File: src/rtl/vga_pkg.sv
// Shared definitions for the VGA video-RAM path: default geometry,
// read-tag encoding and the line-fetch state encoding.
package vga_pkg;

  localparam int AW_DEF         = 13;
  localparam int DW_DEF         = 16;
  localparam int H_PIXELS       = 800;
  localparam int LINE_WORDS_DEF = H_PIXELS / DW_DEF;
  localparam int FIFO_DEPTH_DEF = 4;
  localparam int LOW_MARK_DEF   = 2;

  // Tag of the RAM read issued last cycle; steers ram_rdata on return.
  typedef enum logic [1:0] {
    TAG_NONE  = 2'd0,
    TAG_VIDEO = 2'd1,
    TAG_CPU   = 2'd2
  } rd_tag_e;

  typedef enum logic {
    ST_IDLE  = 1'b0,
    ST_FETCH = 1'b1
  } fetch_state_e;

  // Pointer width that stays at least one bit for tiny depths.
  function automatic int clog2_min1(input int v);
    return (v <= 2) ? 1 : $clog2(v);
  endfunction

endpackage

File: src/rtl/vram_fifo.sv
// First-word-fall-through FIFO for scanline prefetch; the head word is
// visible on rdata whenever the FIFO is not empty.
module vram_fifo
  import vga_pkg::*;
#(
  parameter int  DW    = DW_DEF,
  parameter int  DEPTH = FIFO_DEPTH_DEF,
  localparam int PW    = clog2_min1(DEPTH),
  localparam int CW    = PW + 1
) (
  input  logic          CLK,
  input  logic          reset,
  input  logic          flush,
  input  logic          push,
  input  logic          pop,
  input  logic [DW-1:0] wdata,
  output logic [DW-1:0] rdata,
  output logic [CW-1:0] count,
  output logic          full,
  output logic          empty
);

  localparam logic [CW-1:0] DEPTH_L = CW'(DEPTH);

  logic [DW-1:0] mem [DEPTH];
  logic [PW-1:0] wr_ptr_reg;
  logic [PW-1:0] rd_ptr_reg;
  logic [CW-1:0] count_reg;
  logic          do_push;
  logic          do_pop;

  assign empty   = (count_reg == '0);
  assign full    = (count_reg == DEPTH_L);
  assign count   = count_reg;
  assign do_pop  = pop && !empty;
  // A pop in the same cycle frees the slot, so push is legal even when full.
  assign do_push = push && (!full || do_pop);

  always_ff @(posedge CLK or negedge reset) begin
    if (!reset) begin
      wr_ptr_reg <= '0;
      rd_ptr_reg <= '0;
      count_reg  <= '0;
    end else if (flush) begin
      wr_ptr_reg <= '0;
      rd_ptr_reg <= '0;
      count_reg  <= '0;
    end else begin
      if (do_push)
        wr_ptr_reg <= wr_ptr_reg + 1'b1;
      if (do_pop)
        rd_ptr_reg <= rd_ptr_reg + 1'b1;
      if (do_push && !do_pop)
        count_reg <= count_reg + 1'b1;
      else if (!do_push && do_pop)
        count_reg <= count_reg - 1'b1;
    end
  end

  always_ff @(posedge CLK) begin
    if (do_push && !flush)
      mem[wr_ptr_reg] <= wdata;
  end

  assign rdata = empty ? '0 : mem[rd_ptr_reg];

endmodule

File: src/rtl/vram_arbiter.sv
// Single-port video RAM arbiter: keeps the scanline prefetch FIFO topped up
// with deadline priority and hands the remaining slots to the CPU data port.
module vram_arbiter
  import vga_pkg::*;
#(
  parameter int AW         = AW_DEF,
  parameter int DW         = DW_DEF,
  parameter int LINE_WORDS = LINE_WORDS_DEF,
  parameter int FIFO_DEPTH = FIFO_DEPTH_DEF,
  parameter int LOW_MARK   = LOW_MARK_DEF
) (
  input  logic          CLK,
  input  logic          reset,
  input  logic          vid_start,
  input  logic [AW-1:0] vid_base,
  input  logic          vid_pop,
  output logic [DW-1:0] vid_data,
  output logic          vid_empty,
  output logic          vid_underrun,
  input  logic          cpu_valid,
  input  logic          cpu_we,
  input  logic [AW-1:0] cpu_addr,
  input  logic [DW-1:0] cpu_wdata,
  output logic          cpu_ready,
  output logic          cpu_rvalid,
  output logic [DW-1:0] cpu_rdata,
  output logic [AW-1:0] ram_addr,
  output logic          ram_we,
  output logic [DW-1:0] ram_wdata,
  input  logic [DW-1:0] ram_rdata,
  output logic          busy
);

  localparam int WLW = $clog2(LINE_WORDS + 1);
  localparam int CW  = clog2_min1(FIFO_DEPTH) + 1;

  localparam logic [WLW-1:0] LINE_L  = WLW'(LINE_WORDS);
  localparam logic [WLW-1:0] WL_ONE  = WLW'(1);
  localparam logic [CW-1:0]  DEPTH_L = CW'(FIFO_DEPTH);
  localparam logic [CW-1:0]  LOW_L   = CW'(LOW_MARK);

  fetch_state_e   state_reg, state_next;
  logic [AW-1:0]  fetch_addr_reg, fetch_addr_next;
  logic [WLW-1:0] words_left_reg, words_left_next;
  rd_tag_e        tag_reg, tag_next;
  logic [AW-1:0]  ram_addr_reg;
  logic [DW-1:0]  ram_wdata_reg;
  logic [DW-1:0]  rdata_hold_reg;
  logic           underrun_reg;

  logic           grant_vid;
  logic           grant_cpu;
  logic           vid_eligible;
  logic [CW-1:0]  fifo_count;
  logic           fifo_full;
  logic [CW-1:0]  level;
  logic           fifo_push;

  // Words already queued plus the one video read still in the RAM pipeline.
  assign level = fifo_count + CW'(tag_reg == TAG_VIDEO);

  always_comb begin
    state_next      = state_reg;
    fetch_addr_next = fetch_addr_reg;
    words_left_next = words_left_reg;
    tag_next        = TAG_NONE;
    grant_vid       = 1'b0;
    grant_cpu       = 1'b0;
    ram_addr        = ram_addr_reg;
    ram_we          = 1'b0;
    ram_wdata       = ram_wdata_reg;

    // No video read on a restart cycle: it would return into the new line.
    vid_eligible = (state_reg == ST_FETCH) && !fifo_full
                   && (level < DEPTH_L) && !vid_start;

    if (reset) begin
      if (vid_eligible && ((level < LOW_L) || !cpu_valid))
        grant_vid = 1'b1;
      else if (cpu_valid)
        grant_cpu = 1'b1;
    end

    if (grant_vid) begin
      ram_addr        = fetch_addr_reg;
      fetch_addr_next = fetch_addr_reg + 1'b1;
      words_left_next = words_left_reg - 1'b1;
      tag_next        = TAG_VIDEO;
      if (words_left_reg == WL_ONE)
        state_next = ST_IDLE;
    end else if (grant_cpu) begin
      ram_addr = cpu_addr;
      ram_we   = cpu_we;
      if (cpu_we)
        ram_wdata = cpu_wdata;
      else
        tag_next = TAG_CPU;
    end

    if (vid_start) begin
      fetch_addr_next = vid_base;
      words_left_next = LINE_L;
      state_next      = ST_FETCH;
    end
  end

  always_ff @(posedge CLK or negedge reset) begin
    if (!reset) begin
      state_reg      <= ST_IDLE;
      fetch_addr_reg <= '0;
      words_left_reg <= '0;
      tag_reg        <= TAG_NONE;
      ram_addr_reg   <= '0;
      ram_wdata_reg  <= '0;
      rdata_hold_reg <= '0;
      underrun_reg   <= 1'b0;
    end else begin
      state_reg      <= state_next;
      fetch_addr_reg <= fetch_addr_next;
      words_left_reg <= words_left_next;
      tag_reg        <= tag_next;
      ram_addr_reg   <= ram_addr;
      ram_wdata_reg  <= ram_wdata;
      if (tag_reg == TAG_CPU)
        rdata_hold_reg <= ram_rdata;
      if (vid_start)
        underrun_reg <= 1'b0;
      else if (vid_pop && vid_empty)
        underrun_reg <= 1'b1;
    end
  end

  // A video word returning on a restart cycle belongs to the old line.
  assign fifo_push = (tag_reg == TAG_VIDEO) && !vid_start;

  vram_fifo #(
    .DW    (DW),
    .DEPTH (FIFO_DEPTH)
  ) u_fifo (
    .CLK   (CLK),
    .reset (reset),
    .flush (vid_start),
    .push  (fifo_push),
    .pop   (vid_pop),
    .wdata (ram_rdata),
    .rdata (vid_data),
    .count (fifo_count),
    .full  (fifo_full),
    .empty (vid_empty)
  );

  assign cpu_ready    = grant_cpu;
  assign cpu_rvalid   = (tag_reg == TAG_CPU);
  assign cpu_rdata    = cpu_rvalid ? ram_rdata : rdata_hold_reg;
  assign vid_underrun = underrun_reg;
  assign busy         = (state_reg == ST_FETCH);

endmodule
File: config.mk
export PLATFORM = sky130hd
export DESIGN_NAME = vram_arbiter
export DESIGN_NICKNAME = d
export VERILOG_FILES = /design/src/rtl/vga_pkg.sv /design/src/rtl/vram_fifo.sv /design/src/rtl/vram_arbiter.sv
export SDC_FILE = /design/constraint.sdc
export NUM_CORES = 1
export LEC_CHECK = 0
export ABC_AREA = 1
export CAP_MARGIN = 5
export CORE_MARGIN = 8
export CORE_UTILIZATION = 25
export DETAILED_ROUTE_END_ITERATION = 6
export PLACE_DENSITY = 0.51
export SLEW_MARGIN = 30
export SYNTH_ARGS = -nofsm -noshare
export SYNTH_HDL_FRONTEND = slang
export SYNTH_SLANG_ARGS = --single-unit
File: constraint.sdc
create_clock -name CLK -period 2.2 [get_ports CLK]
set_input_delay 0.55 -clock CLK [delete_from_list [all_inputs] [get_ports CLK]]
set_output_delay 0.55 -clock CLK [all_outputs]
set_load 0.005 [all_outputs]
==> key figures, run 1 <==
Status
  – Status: complete, but fails checks
  – Failing checks: negative setup slack

Routing
  – DR vias: 5475
  – Routed wire length: 19.4 mm
  – Drt first pass iters: 4
  – DRC Markers: 0
  – Post-route ant nets: 0
  – Via/cell ratio: 4.29
  – Initial DRC count: 215
  – WL/cell: 15.2 um

Floorplanning
  – I/O pins: 131
  – Core area: 24400 um^2
  – Num rows: 57
  – Die Height: 174 um
  – Die extent in x: 174 um
  – Initial core utilization: 25.5%
  – Die area: 30200 um^2

Worst setup path
  – WP data required: 1.65 ns
  – Kind of critical path: reg -> out
  – CP peak stage delay: 0.37 ns
  – Worst-path fanout max: 7
  – Startpoint class of the critical path: register
  – Critical Path Sink Type: output port
  – Critical Path AT: 2.36 ns
  – Slowest cell on crit path: dfrtp_1
  – Reg2reg path depth: 19
  – Crit-path most repeated cell: nand2_2
  – Critical-path cell list: inv_2 -> nand2_1 -> nor2_1 -> ha_2 -> a21oi_4 -> nand2_2 -> nand2_2 -> buf_12 -> nor2_4 -> buf_6 -> buf_6 -> nand2_2 -> nand2_2 -> buf_6

Final layout
  – Final non-filler cell total: 1276
  – Max FFs per register: 64
  – Number of fill cells: 2457
  – Layout area overhead: 57.3%
  – Fin nets: 1012
  – Layout cells sized above 1: 34.6%
  – Final non-filler cell area: 9800 um^2
  – ANT cells: 0

CTS
  – Root Buffer: clkbuf_16
  – CTS Buf Count: 17
  – H-tree levels: 4
  – Hold-fix buffers, CTS: 0
  – Clock sink total: 139
  – CTS tree: done
  – Clock transition at the registers of the reported paths: 0.06 ns
  – Worst skew pair latency: 0.42 ns
  – Clk buf depth: 2

Timing
  – Unrepaired setup endpoints after global routing: true
  – Slew @ Worst Pin: 0.533 ns
  – Final Setup Violations: 56
  – Slew HR: 64.4%
  – Tmin final: 2.91 ns
  – Setup ws final: -0.708 ns
  – Max-slew violation count: 0
  – Hold Vio Cnt, Final: 0
  – Fin crit share: 132%
  – Peak Freq: 344 MHz
  – Clock Skew: 0.00818 ns

Placement
  – Cell Area, Placed: 8530 um^2
  – Post-place setup slack: -0.799 ns
  – GPL Wtd Cong: 0.786
  – Hpwl dp: 12.9 mm
  – Number of instances in the placed design: 1189
  – Input/output buffers: 130

Min path
  – Worst hold path class: in -> async

Synth
  – Synthesized area: 6230 um^2
  – Synth top cells by count: nand2_1 (206), nor2_1 (85), dfrtp_1 (75), edfxtp_1 (64), o21ai_0 (59)
  – Netlist cell types: 29
  – Net count after synthesis: 746
  – Cell with the most instances after synthesis: nand2_1
  – Share of the synthesized area in the top cell type: 30.9%
  – Synthesized instance count: 673
  – Synth top area cells: edfxtp_1 (31%), dfrtp_1 (30%), nand2_1 (12%), nor2_1 (5.1%), o21ai_0 (4.7%)
  – FF+latch count, synth: 139
  – Warnings, synthesis: 0
  – Mean post-synth cell area: 9.25 um^2
  – Post-synth EDFFs: 64
  – Asr flop ratio synth: 54.0%
  – Post-synthesis sequential area ratio: 61.0%
  – Main synth FF type: dfrtp_1
  – Dominant cell type by area after synthesis: edfxtp_1

Power
  – Pwr/cell area: 1110 nW/um^2
  – P_leak: 4.42 nW
  – Power, Total: 10.8 mW
  – Peak VDD IR: 0.000508 V

Global route
  – First-pass GRT wire length: 31.1 mm
  – Via count of the first global-routing pass: 5646
  – Largest net degree at the start of global routing: 39
  – Initial antenna violation count: 1
  – GRT overflow: 0
  – GRT Total Usage: 12.9%

Flow run
  – Maxcap violations: 0
==> worst paths after layout <==
| path | start | to | slack [ns] |
|---|---|---|---|
| max in group asynchronous | reset | rdata_hold_reg[3] | 1.04 |
| worst max-delay path | tag_reg[1] | ram_wdata[10] | -0.71 |
| worst min-delay path | reset | ram_addr_reg[2] | 0.23 |
| min in group CLK | ram_wdata_reg[15] | ram_wdata_reg[15] | 0.47 |
| worst max register to register | tag_reg[1] | ram_addr_reg[0] | -0.19 |
| worst min register to register | ram_wdata_reg[15] | ram_wdata_reg[15] | 0.47 |
==> area by class of cell <==
type	instances	area (um^2)	area share, %
multi-input cells	467	2450	25.0
clock buffers	18	439	4.48
repair buffers	276	2400	24.5
flip-flops and latches	139	3800	38.8
well taps	324	405	4.14
inverters	38	164	1.67
clock inverters	14	135	1.38
==> through the flow <==
| step | TNS (ns) | utilization (%) | hold WS, ns |
|---|---|---|---|
| finish | -21.81 | 40.2 | 0.233 |
| CTS | -40.86 | 39.8 | 0.224 |
| floorplan | 0 | - | 0.254 |
| global placement | -42.73 | 35.0 | 0.452 |
| detailed placement | -43.91 | 35.0 | 0.458 |
| global route | -30.87 | 40.2 | 0.265 |
==> cells in the final DEF, fill, tap and decap left out, types with 5 or more instances in the layout <==
cell / synthesis / layout
a21oi_1: 20 / 5
a21oi_2: 1 / 10
a21oi_4: 0 / 6
buf_12: 0 / 6
buf_2: 11 / 37
buf_4: 3 / 103
buf_6: 3 / 40
buf_8: 0 / 6
clkbuf_16: 0 / 17
clkbuf_2: 0 / 18
clkdlybuf4s50_1: 0 / 64
dfrtp_1: 75 / 75
edfxtp_1: 64 / 64
ha_1: 8 / 7
inv_1: 32 / 28
inv_2: 4 / 5
inv_6: 0 / 5
nand2_1: 206 / 174
nand2_2: 2 / 31
nand3_1: 56 / 43
nand3_2: 2 / 14
nand4_1: 7 / 7
nor2_1: 85 / 83
o21ai_0: 59 / 52
o21ai_1: 4 / 9
xor2_1: 5 / 5
==> metal layers <==
metal,part of all wire (%),GRT usage [%]
met5,0.067,0
met4,0.54,2.53
met3,6.5,4.49
met2,48,21.4
met1,45,16.1
==> kinds of logic after synthesis <==
| group | after synthesis | synth area share [%] |
|---|---|---|
| compound gates | 86 | 7.09 |
| xor+xnor | 7 | 0.985 |
| fa+ha+maj | 9 | 1.93 |
| buf+inv | 67 | 4.80 |
| flops | 139 | 61.0 |
| mux | 1 | 0.181 |
| simple gates | 364 | 24.0 |
==> power breakdown <==
group / internal, mW / total [mW] / switching (mW)
Clock: 1.61 / 2.80 / 1.19
Sequential: 3.24 / 3.50 / 0.261
Combinational: 2.37 / 4.53 / 2.15
Total: 7.23 / 10.8 / 3.60
==> critical path: cells and delay by family (launching register included) <==
kind / cells / cell delay (ns)
adder cells (fa/ha/maj): 1 / 0.31
AND/OR/NAND/NOR: 7 / 0.46
buffers and inverters: 5 / 0.56
flip-flops: 1 / 0.37
AO/OA/AOI/OAI: 1 / 0.20
==> repair_timing <==
action,in CTS,in global routing
pin swaps,9,21
gates cloned,3,1
setup endpoints to repair,65,77
gates resized for setup,266,137
setup buffers,46,23
Note: power is estimated with default switching activity, not from simulation.
==> inputs of run 2 (changes only) <==
SETUP_SLACK_MARGIN = 0.1   (was not set)
==> key figures, run 2 (synthesis gave the netlist of run 1 again) <==
Status
  – Status: complete, but fails checks (unchanged)
  – Failing checks: negative setup slack (unchanged)

CTS
  – H-tree levels: 4 (unchanged)
  – Clock sink total: 139 (unchanged)
  – Clk buf depth: 2 (unchanged)
  – Root Buffer: clkbuf_16 (unchanged)
  – Worst skew pair latency: 0.42 ns (about the same)
  – Clock transition at the registers of the reported paths: 0.06 ns (about the same)
  – CTS Buf Count: 17 (unchanged)
  – CTS tree: done (unchanged)

Global route
  – GRT Total Usage: 12.9% (unchanged)
  – Via count of the first global-routing pass: 5646 (unchanged)
  – Initial antenna violation count: 1 (unchanged)
  – GRT overflow: 0 (unchanged)
  – Largest net degree at the start of global routing: 39 (unchanged)
  – First-pass GRT wire length: 31.1 mm (unchanged)

Power
  – Combinational group share of total power: 43.1% (was 41.8%)
  – Seq pwr share: 31.7% (was 32.4%)
  – P_sw: 3.68 mW (was 3.60 mW)
  – Pint: 7.42 mW (was 7.23 mW)
  – P_leak: 4.56 nW (was 4.42 nW)
  – Pwr/cell area: 1100 nW/um^2 (was 1110 nW/um^2)
  – Clk network pwr share: 25.2% (was 25.8%)
  – Net Sw Frac: 33.2% (was 33.3%)
  – Peak VDD IR: 0.000527 V (was 0.000508 V)

Min path
  – Worst hold path class: in -> async (unchanged)

Placement
  – Cell Area, Placed: 8530 um^2 (unchanged)
  – GPL Wtd Cong: 0.786 (unchanged)
  – Input/output buffers: 130 (unchanged)
  – Hpwl dp: 12.9 mm (unchanged)
  – Post-place setup slack: -0.799 ns (unchanged)

Worst setup path
  – Startpoint class of the critical path: register (unchanged)
  – Endpoint of the worst-slack reg-to-reg timing path: ram_addr_reg[0] (unchanged)
  – Worst-path fanout max: 8 (was 7)
  – Reg2reg path depth: 20 (was 19)
  – WP data required: 1.65 ns (about the same)
  – FF-to-FF Start: tag_reg[1] (unchanged)
  – Critical Path Sink Type: output port (unchanged)
  – Kind of critical path: reg -> out (unchanged)
  – Reg2reg setup slack: -0.33 ns (was -0.19 ns)
  – Critical Path AT: 2.38 ns (was 2.36 ns)

Floorplanning
  – Num rows: 57 (unchanged)
  – Die area: 30200 um^2 (unchanged)
  – Die Height: 174 um (unchanged)
  – Die extent in x: 174 um (unchanged)
  – I/O pins: 131 (unchanged)
  – Initial core utilization: 25.5% (unchanged)
  – Core area: 24400 um^2 (unchanged)

Routing
  – DR vias: 5519 (was 5475)
  – Routed wire length: 19.8 mm (was 19.4 mm)
  – WL/cell: 15.4 um (was 15.2 um)
  – Via/cell ratio: 4.29 (about the same)
  – Drt first pass iters: 4 (unchanged)
  – Post-route ant nets: 0 (unchanged)
  – DRC Markers: 0 (unchanged)
  – Initial DRC count: 211 (was 215)

Timing
  – Final Setup Violations: 56 (unchanged)
  – Max-slew violation count: 0 (unchanged)
  – Hold Vio Cnt, Final: 0 (unchanged)
  – Tmin final: 2.93 ns (was 2.91 ns)
  – Setup ws final: -0.729 ns (was -0.708 ns)
  – Clock Skew: 0.00938 ns (was 0.00818 ns)
  – Slew HR: 64.3% (was 64.4%)
  – Fin crit share: 133% (was 132%)
  – Peak Freq: 341 MHz (was 344 MHz)
  – Slew @ Worst Pin: 0.536 ns (was 0.533 ns)
  – Unrepaired setup endpoints after global routing: true (unchanged)

Final layout
  – Commonest non-fill, non-tap cell in the layout: nand2_1 (unchanged)
  – Layout cells sized above 1: 36.8% (was 34.6%)
  – ANT cells: 0 (unchanged)
  – Commonest cells after routing, fill and taps aside: nand2_1 (162), buf_4 (102), nor2_1 (84), dfrtp_1 (75) (was nand2_1 (174), buf_4 (103), nor2_1 (83), dfrtp_1 (75))
  – Fin nets: 1021 (was 1012)
  – Max FFs per register: 64 (unchanged)
  – Final non-filler cell area: 10100 um^2 (was 9800 um^2)
  – Layout area overhead: 61.9% (was 57.3%)

Flow run
  – Maxcap violations: 0 (unchanged)
==> run 2: cell count changes in the layout (fill, tap and decap cells not counted), sizes merged <==
| cell | change |
|---|---|
| dlymetal6s2s | +1 |
| clkbuf | -5 |
| buf | +13 |
==> run 2: layer usage <==
layer  GRT usage (%)  share of wire [%]  up-vias
li1                -                  -     2776
met1            16.1                 45     2592
met2            21.4                 49      137
met3            4.49                6.0       12
met4            2.53               0.46        2
met5               0              0.066        -
==> run 2: stage by stage <==
step / instances / util, % / power, mW / hold WS [ns] / setup TNS, ns
after floorplan: 673 / - / 4.98 / 0.254 / 0
after global placement: 1189 / 35.0 / 7.26 / 0.452 / -42.73
after detailed placement: 1189 / 35.0 / 7.28 / 0.458 / -43.91
after CTS: 1268 / 39.8 / 10.8 / 0.224 / -40.86
after global routing: 1285 / 41.3 / 11.8 / 0.263 / -32.04
final: 1285 / 41.3 / 11.1 / 0.238 / -22.27
==> run 2: repair_timing <==
action,in CTS,in global routing
gates resized for setup,268,181
cloned,3,3
setup buffers,46,26
hold buffers,0,0
endpoints found under the setup margin,66,147
pin swaps,10,23
==> run 2: layout make-up <==
cell class	instances	area, um^2
fillers	2421	14300
flip-flops and latches	139	3800
repair buffers	285	2600
multi-input cells	467	2540
clock buffers	18	439
well taps	324	405
inverters	38	171
clock inverters	14	135
==> run 2: how the worst max path moves through the flow <==
| stage | startpoint | end | cells past startpoint |
|---|---|---|---|
| after floorplan | vid_start | u_fifo.mem[0][0] | 6 |
| after global placement | vid_start | ram_addr[2] | 11 |
| after detailed placement | vid_start | ram_wdata[9] | 11 |
| after global routing | tag_reg[1] | ram_addr[8] | 14 |
| after CTS | tag_reg[1] | ram_wdata[2] | 13 |
| final | tag_reg[1] | ram_addr[8] | 14 |
==> run 2: power by group through the flow <==
| stage | clock network, mW | logic [mW] | registers, mW |
|---|---|---|---|
| detailed placement | 0 | 3.75 | 3.53 |
| floorplan | 0 | 1.51 | 3.47 |
| finish | 2.79 | 4.79 | 3.52 |
| global placement | 0 | 3.74 | 3.52 |
| global route | 2.99 | 5.27 | 3.58 |
| CTS | 2.88 | 4.42 | 3.50 |
==> run 2: critical path: stages (launching register included) <==
cell and delay [ns]:
dfrtp_1 0.37, inv_2 0.07, nand2_1 0.05, nor2_1 0.11, ha_2 0.31, a21oi_4 0.20
nand2_2 0.07, nand2_2 0.09, buf_12 0.13, buf_6 0.10, buf_8 0.12, buf_6 0.10
nand3_2 0.06, nand3_2 0.08, buf_6 0.10
